[src/rtl/alu_divider.sv]
// Sequential restoring divider: DW-bit dividend by VW-bit divisor, one quotient bit per clock.
// Optional macro ALU_DIV_ZERO_CNT_EN adds a saturating divide-by-zero request counter (dz_count).
module alu_divider #(
    parameter int DW = 8,
    parameter int VW = 4
) (
    input  logic          clk,
    input  logic          rst_n,
    input  logic          in_valid,
    output logic          in_ready,
    input  logic [DW-1:0] dividend,
    input  logic [VW-1:0] divisor,
    output logic          out_valid,
    input  logic          out_ready,
    output logic [DW-1:0] quotient,
    output logic [VW-1:0] remainder,
    output logic          div_by_zero
`ifdef ALU_DIV_ZERO_CNT_EN
    ,
    output logic [7:0]    dz_count
`endif
);

    localparam logic [1:0] S_IDLE = 2'd0;
    localparam logic [1:0] S_BUSY = 2'd1;
    localparam logic [1:0] S_DONE = 2'd2;
    localparam int CW = $clog2(DW + 1);

    logic [1:0]    state_q, state_d;
    logic [CW-1:0] cnt_q, cnt_d;
    logic [DW-1:0] quot_q, quot_d;
    logic [VW-1:0] rem_q, rem_d;
    logic [VW-1:0] dvs_q, dvs_d;
    logic          dz_q, dz_d;
    logic [VW:0]   part;
    logic [VW:0]   diff;
    logic          fits;
    logic          accept;

    assign accept = in_valid && (state_q == S_IDLE);

    // rem_q < divisor always holds, so part - divisor stays below 2^VW when it fits
    // and bit VW of the difference acts as the borrow flag.
    always_comb begin
        part = {rem_q, quot_q[DW-1]};
        diff = part - {1'b0, dvs_q};
        fits = ~diff[VW];
    end

    // quot_q starts as the dividend and shifts left, collecting quotient bits at the LSB.
    always_comb begin
        state_d = state_q;
        cnt_d   = cnt_q;
        quot_d  = quot_q;
        rem_d   = rem_q;
        dvs_d   = dvs_q;
        dz_d    = dz_q;
        case (state_q)
            S_IDLE: begin
                if (accept) begin
                    state_d = S_BUSY;
                    dvs_d   = divisor;
                    dz_d    = (divisor == '0);
                    if (divisor == '0) begin
                        // Zero divisor takes one settle pass through BUSY with results preloaded.
                        quot_d = '1;
                        rem_d  = dividend[VW-1:0];
                        cnt_d  = CW'(DW - 1);
                    end else begin
                        quot_d = dividend;
                        rem_d  = '0;
                        cnt_d  = '0;
                    end
                end
            end
            S_BUSY: begin
                if (!dz_q) begin
                    quot_d = {quot_q[DW-2:0], fits};
                    rem_d  = fits ? diff[VW-1:0] : part[VW-1:0];
                end
                cnt_d = cnt_q + 1'b1;
                if (cnt_q == CW'(DW - 1)) begin
                    state_d = S_DONE;
                    cnt_d   = '0;
                end
            end
            S_DONE: begin
                if (out_ready) begin
                    state_d = S_IDLE;
                end
            end
            default: begin
                state_d = S_IDLE;
                cnt_d   = '0;
            end
        endcase
    end

    always_ff @(posedge clk or negedge rst_n) begin
        if (!rst_n) begin
            state_q <= S_IDLE;
            cnt_q   <= '0;
            quot_q  <= '0;
            rem_q   <= '0;
            dvs_q   <= '0;
            dz_q    <= 1'b0;
        end else begin
            state_q <= state_d;
            cnt_q   <= cnt_d;
            quot_q  <= quot_d;
            rem_q   <= rem_d;
            dvs_q   <= dvs_d;
            dz_q    <= dz_d;
        end
    end

    assign in_ready    = (state_q == S_IDLE);
    assign out_valid   = (state_q == S_DONE);
    assign quotient    = quot_q;
    assign remainder   = rem_q;
    assign div_by_zero = dz_q;

`ifdef ALU_DIV_ZERO_CNT_EN
    logic [7:0] dzc_q, dzc_d;

    always_comb begin
        dzc_d = dzc_q;
        if (accept && (divisor == '0) && (dzc_q != 8'hFF)) begin
            dzc_d = dzc_q + 8'd1;
        end
    end

    always_ff @(posedge clk or negedge rst_n) begin
        if (!rst_n) begin
            dzc_q <= 8'd0;
        end else begin
            dzc_q <= dzc_d;
        end
    end

    assign dz_count = dzc_q;
`endif

endmodule

[config.mk]
export PLATFORM = sky130hd
export DESIGN_NAME = alu_divider
export DESIGN_NICKNAME = d
export VERILOG_FILES = /design/src/rtl/alu_divider.sv
export SDC_FILE = /design/constraint.sdc
export NUM_CORES = 1
export LEC_CHECK = 0
export BUFFER_PORTS_ARGS = -buffer_cell sky130_fd_sc_hd__buf_2
export CAP_MARGIN = 25
export CORE_UTILIZATION = 47
export DETAILED_ROUTE_END_ITERATION = 8
export PLACE_DENSITY = 0.74
export SYNTH_ARGS = -nofsm -noshare
export SYNTH_HDL_FRONTEND = slang
export SYNTH_SLANG_ARGS = --single-unit
export TNS_END_PERCENT = 5
[constraint.sdc]
create_clock -name clk -period 2 [get_ports clk]
set_input_delay 0.1 -clock clk [delete_from_list [all_inputs] [get_ports clk]]
set_output_delay 0.1 -clock clk [all_outputs]
set_load 0.02 [all_outputs]
==> run metrics <==
status finished, final reports clean; startpoint type of the worst setup path flip-flop; DRC errors left 0; sequential-to-total area share from yosys stat 0.432; CTS tree yes; PortBufs 30; GRT Total Usage 0.213; ys flop type dfrtp_1; critical path required time 2250 ps; relative slew slack 0.649; Post-DRT Antenna Nets 0; Pleak 0.754 nW; WS Path Type reg -> reg; post-DP HPWL 2.31 mm; fmax 510 MHz; worst-skew pair later-pin latency 310 ps; commonest non-fill, non-tap cell in the layout buf_2; largest net degree at the start of global routing 24; total number of vias 1183; Die W 55.2 um; Die Area 0.00305 mm2; Ys Warns 0; Worst Setup End Kind flip-flop; CTS max path bufs 2; number of global-route vias before repair 1181; first drt pass iteration count 5; global route total overflow 0; Seq cells post-synth 23; Worst EP arrival 2210 ps; PnR worst setup slack 38.8 ps; Slew @ Worst Pin 526 ps; height of the die 55.2 um; WL final 3.07 mm; Synth area leader dfrtp_1; Layout area overhead 20.9%; first-pass GRT wire length 5.18 mm; initial antenna violation count 0; DP Worst Slack -33.9 ps; setup TNS 0 ps; core area 0.00257 mm2; layout cell share with drive strength beyond 1 0.333; post-synthesis cell area 0.00133 mm2; cells after synthesis 140; CP max FO 6; P per Cell Area 1850 mW/mm2; Rows 18; ant diodes 0; Final Wtd Congestion 0.860; Final Hold Viols 0; CTS Buf Count 3; Yosys top cell area share 0.432; HP Class in -> reg; fin nets 197; Unique masters post-synth 38; Top delay family on crit path simple AND/OR/NAND/NOR gates; Fillers 230; Worst path most repeated cell inv_2; cell chain of the critical path inv_2 -> ha_4 -> inv_2 -> fa_2 -> nand3_4 -> a21boi_4 -> or4_1 -> a31oi_1; vias per inst 5.80; clk slew on worst S/H paths 130 ps; most frequent cells in the layout 30 x buf_2, 22 x dfrtp_1, 13 x o21ai_0, 13 x nand2_1; worst-case clock skew 14.8 ps; 1st-iter DRT viols 29; Root Driver clkbuf_4; Crit-path slowest cell or4_1; DR WL/cell 15.1 um; period utilization 0.981; largest cells by area after synthesis dfrtp_1 43%, o21ai_0 4.9%, ha_1 4.7%, mux2_2 4.2%, or3_1 3.8%; clock sink count 23; Synth async-reset ratio 1.00; initial core utilization 0.519; Worst Path Buf+Inv 2; # setup viols final 0; synthesized area per cell 9.51 um2; Max Slew Vio Count 0; EDFF count, synth 0; syn_nets 162; H-tree levels 1; fin crit period 1960 ps; max incr delay on CP 540 ps; IO Count 31; maxcap violations 0; Worst IR Drop VDD 1040 uV
## synthesized netlist by cell type (2+ instances only)
master,instances
nor2b_1,2
ha_1,5
o21ai_1,7
o21ai_0,13
a31oi_1,7
nand3_1,4
a22o_1,2
xor2_1,3
buf_2,5
mux2_2,5
and3b_1,2
o211ai_1,4
inv_1,6
a21oi_1,3
dfrtp_1,23
nand2_1,13
nor2_1,8
or3_1,8
## state kept, by name, summed over array words and instances, names as in the netlist
| register | cells |
|---|---|
| cnt_q | 4 |
| remainder | 4 |
| quotient | 8 |
| div_by_zero | 1 |
| state_q | 2 |
| dvs_q | 4 |
## path summary, 6_finish.rpt
check	startpoint	to	slack [ps]	cells after the start
max in group asynchronous	rst_n	quotient[7]	1320	2
hold / removal	divisor[3]	dvs_q[3]	60	2
setup / recovery	quotient[7]	remainder[0]	40	8
hold reg to reg	quotient[4]	quotient[4]	520	2
min in group asynchronous	rst_n	quotient[0]	270	2
setup reg to reg	quotient[7]	remainder[0]	40	8
## through the flow
| step | util | instance area [um2] | power, W | hold WS [ps] | std cells |
|---|---|---|---|---|---|
| 4_1_cts | 0.610 | 1570 | 0.00285 | 44.9 | 203 |
| 2_1_floorplan | - | 1340 | 0.00215 | -196 | 140 |
| 3_5_place_dp | 0.593 | 1520 | 0.00261 | 102 | 198 |
| 3_3_place_gp | 0.593 | 1520 | 0.00252 | 99.1 | 198 |
| 5_1_grt | 0.627 | 1610 | 0.00322 | 38.8 | 204 |
| 6_report | 0.627 | 1610 | 0.00298 | 57.7 | 204 |
## metal layers
layer	vias up	share of wire	global-route usage
met5	-	0	0
met1	567	0.45	0.263
li1	579	-	-
met4	0	0.013	0.0964
met2	33	0.50	0.372
met3	4	0.040	0.0234
## power breakdown
| group | leakage (nW) | total (W) | switching, W | internal [W] |
|---|---|---|---|---|
| Clock | 0.0177 | 0.000210 | 0.000136 | 0.0000746 |
| Sequential | 0.281 | 0.000901 | 0.000212 | 0.000689 |
| Combinational | 0.455 | 0.00187 | 0.00107 | 0.000796 |
## kinds of logic after synthesis
kind of cell / count (synthesis) / share of synthesized area
DFF: 23 / 0.432
and+or+nand+nor: 43 / 0.170
adders and majority gates: 6 / 0.0620
xor gates and xnor gates: 4 / 0.0263
AOI/OAI and AO/OA: 44 / 0.207
buffers and inverters: 14 / 0.0526
muxes: 6 / 0.0498
## what timing repair did
action	in CTS	in global routing
endpoints found under the hold margin	23	0
setup buffers	0	1
hold buffers	1	0
resized for setup	2	7
pin swaps	0	5
endpoints found under the setup margin	1	1
## cell type report
cell class | count | area (um2) | area share
Inverter | 6 | 22.5 | 0.0140
Clock buffer | 3 | 22.5 | 0.0140
Tap cell | 30 | 37.5 | 0.0233
Sequential cell | 23 | 577 | 0.358
Timing Repair Buffer | 38 | 213 | 0.132
Clock inverter | 1 | 5.00 | 0.00311
Multi-Input combinational cell | 103 | 732 | 0.455
Note: power is estimated with default switching activity, not from simulation.
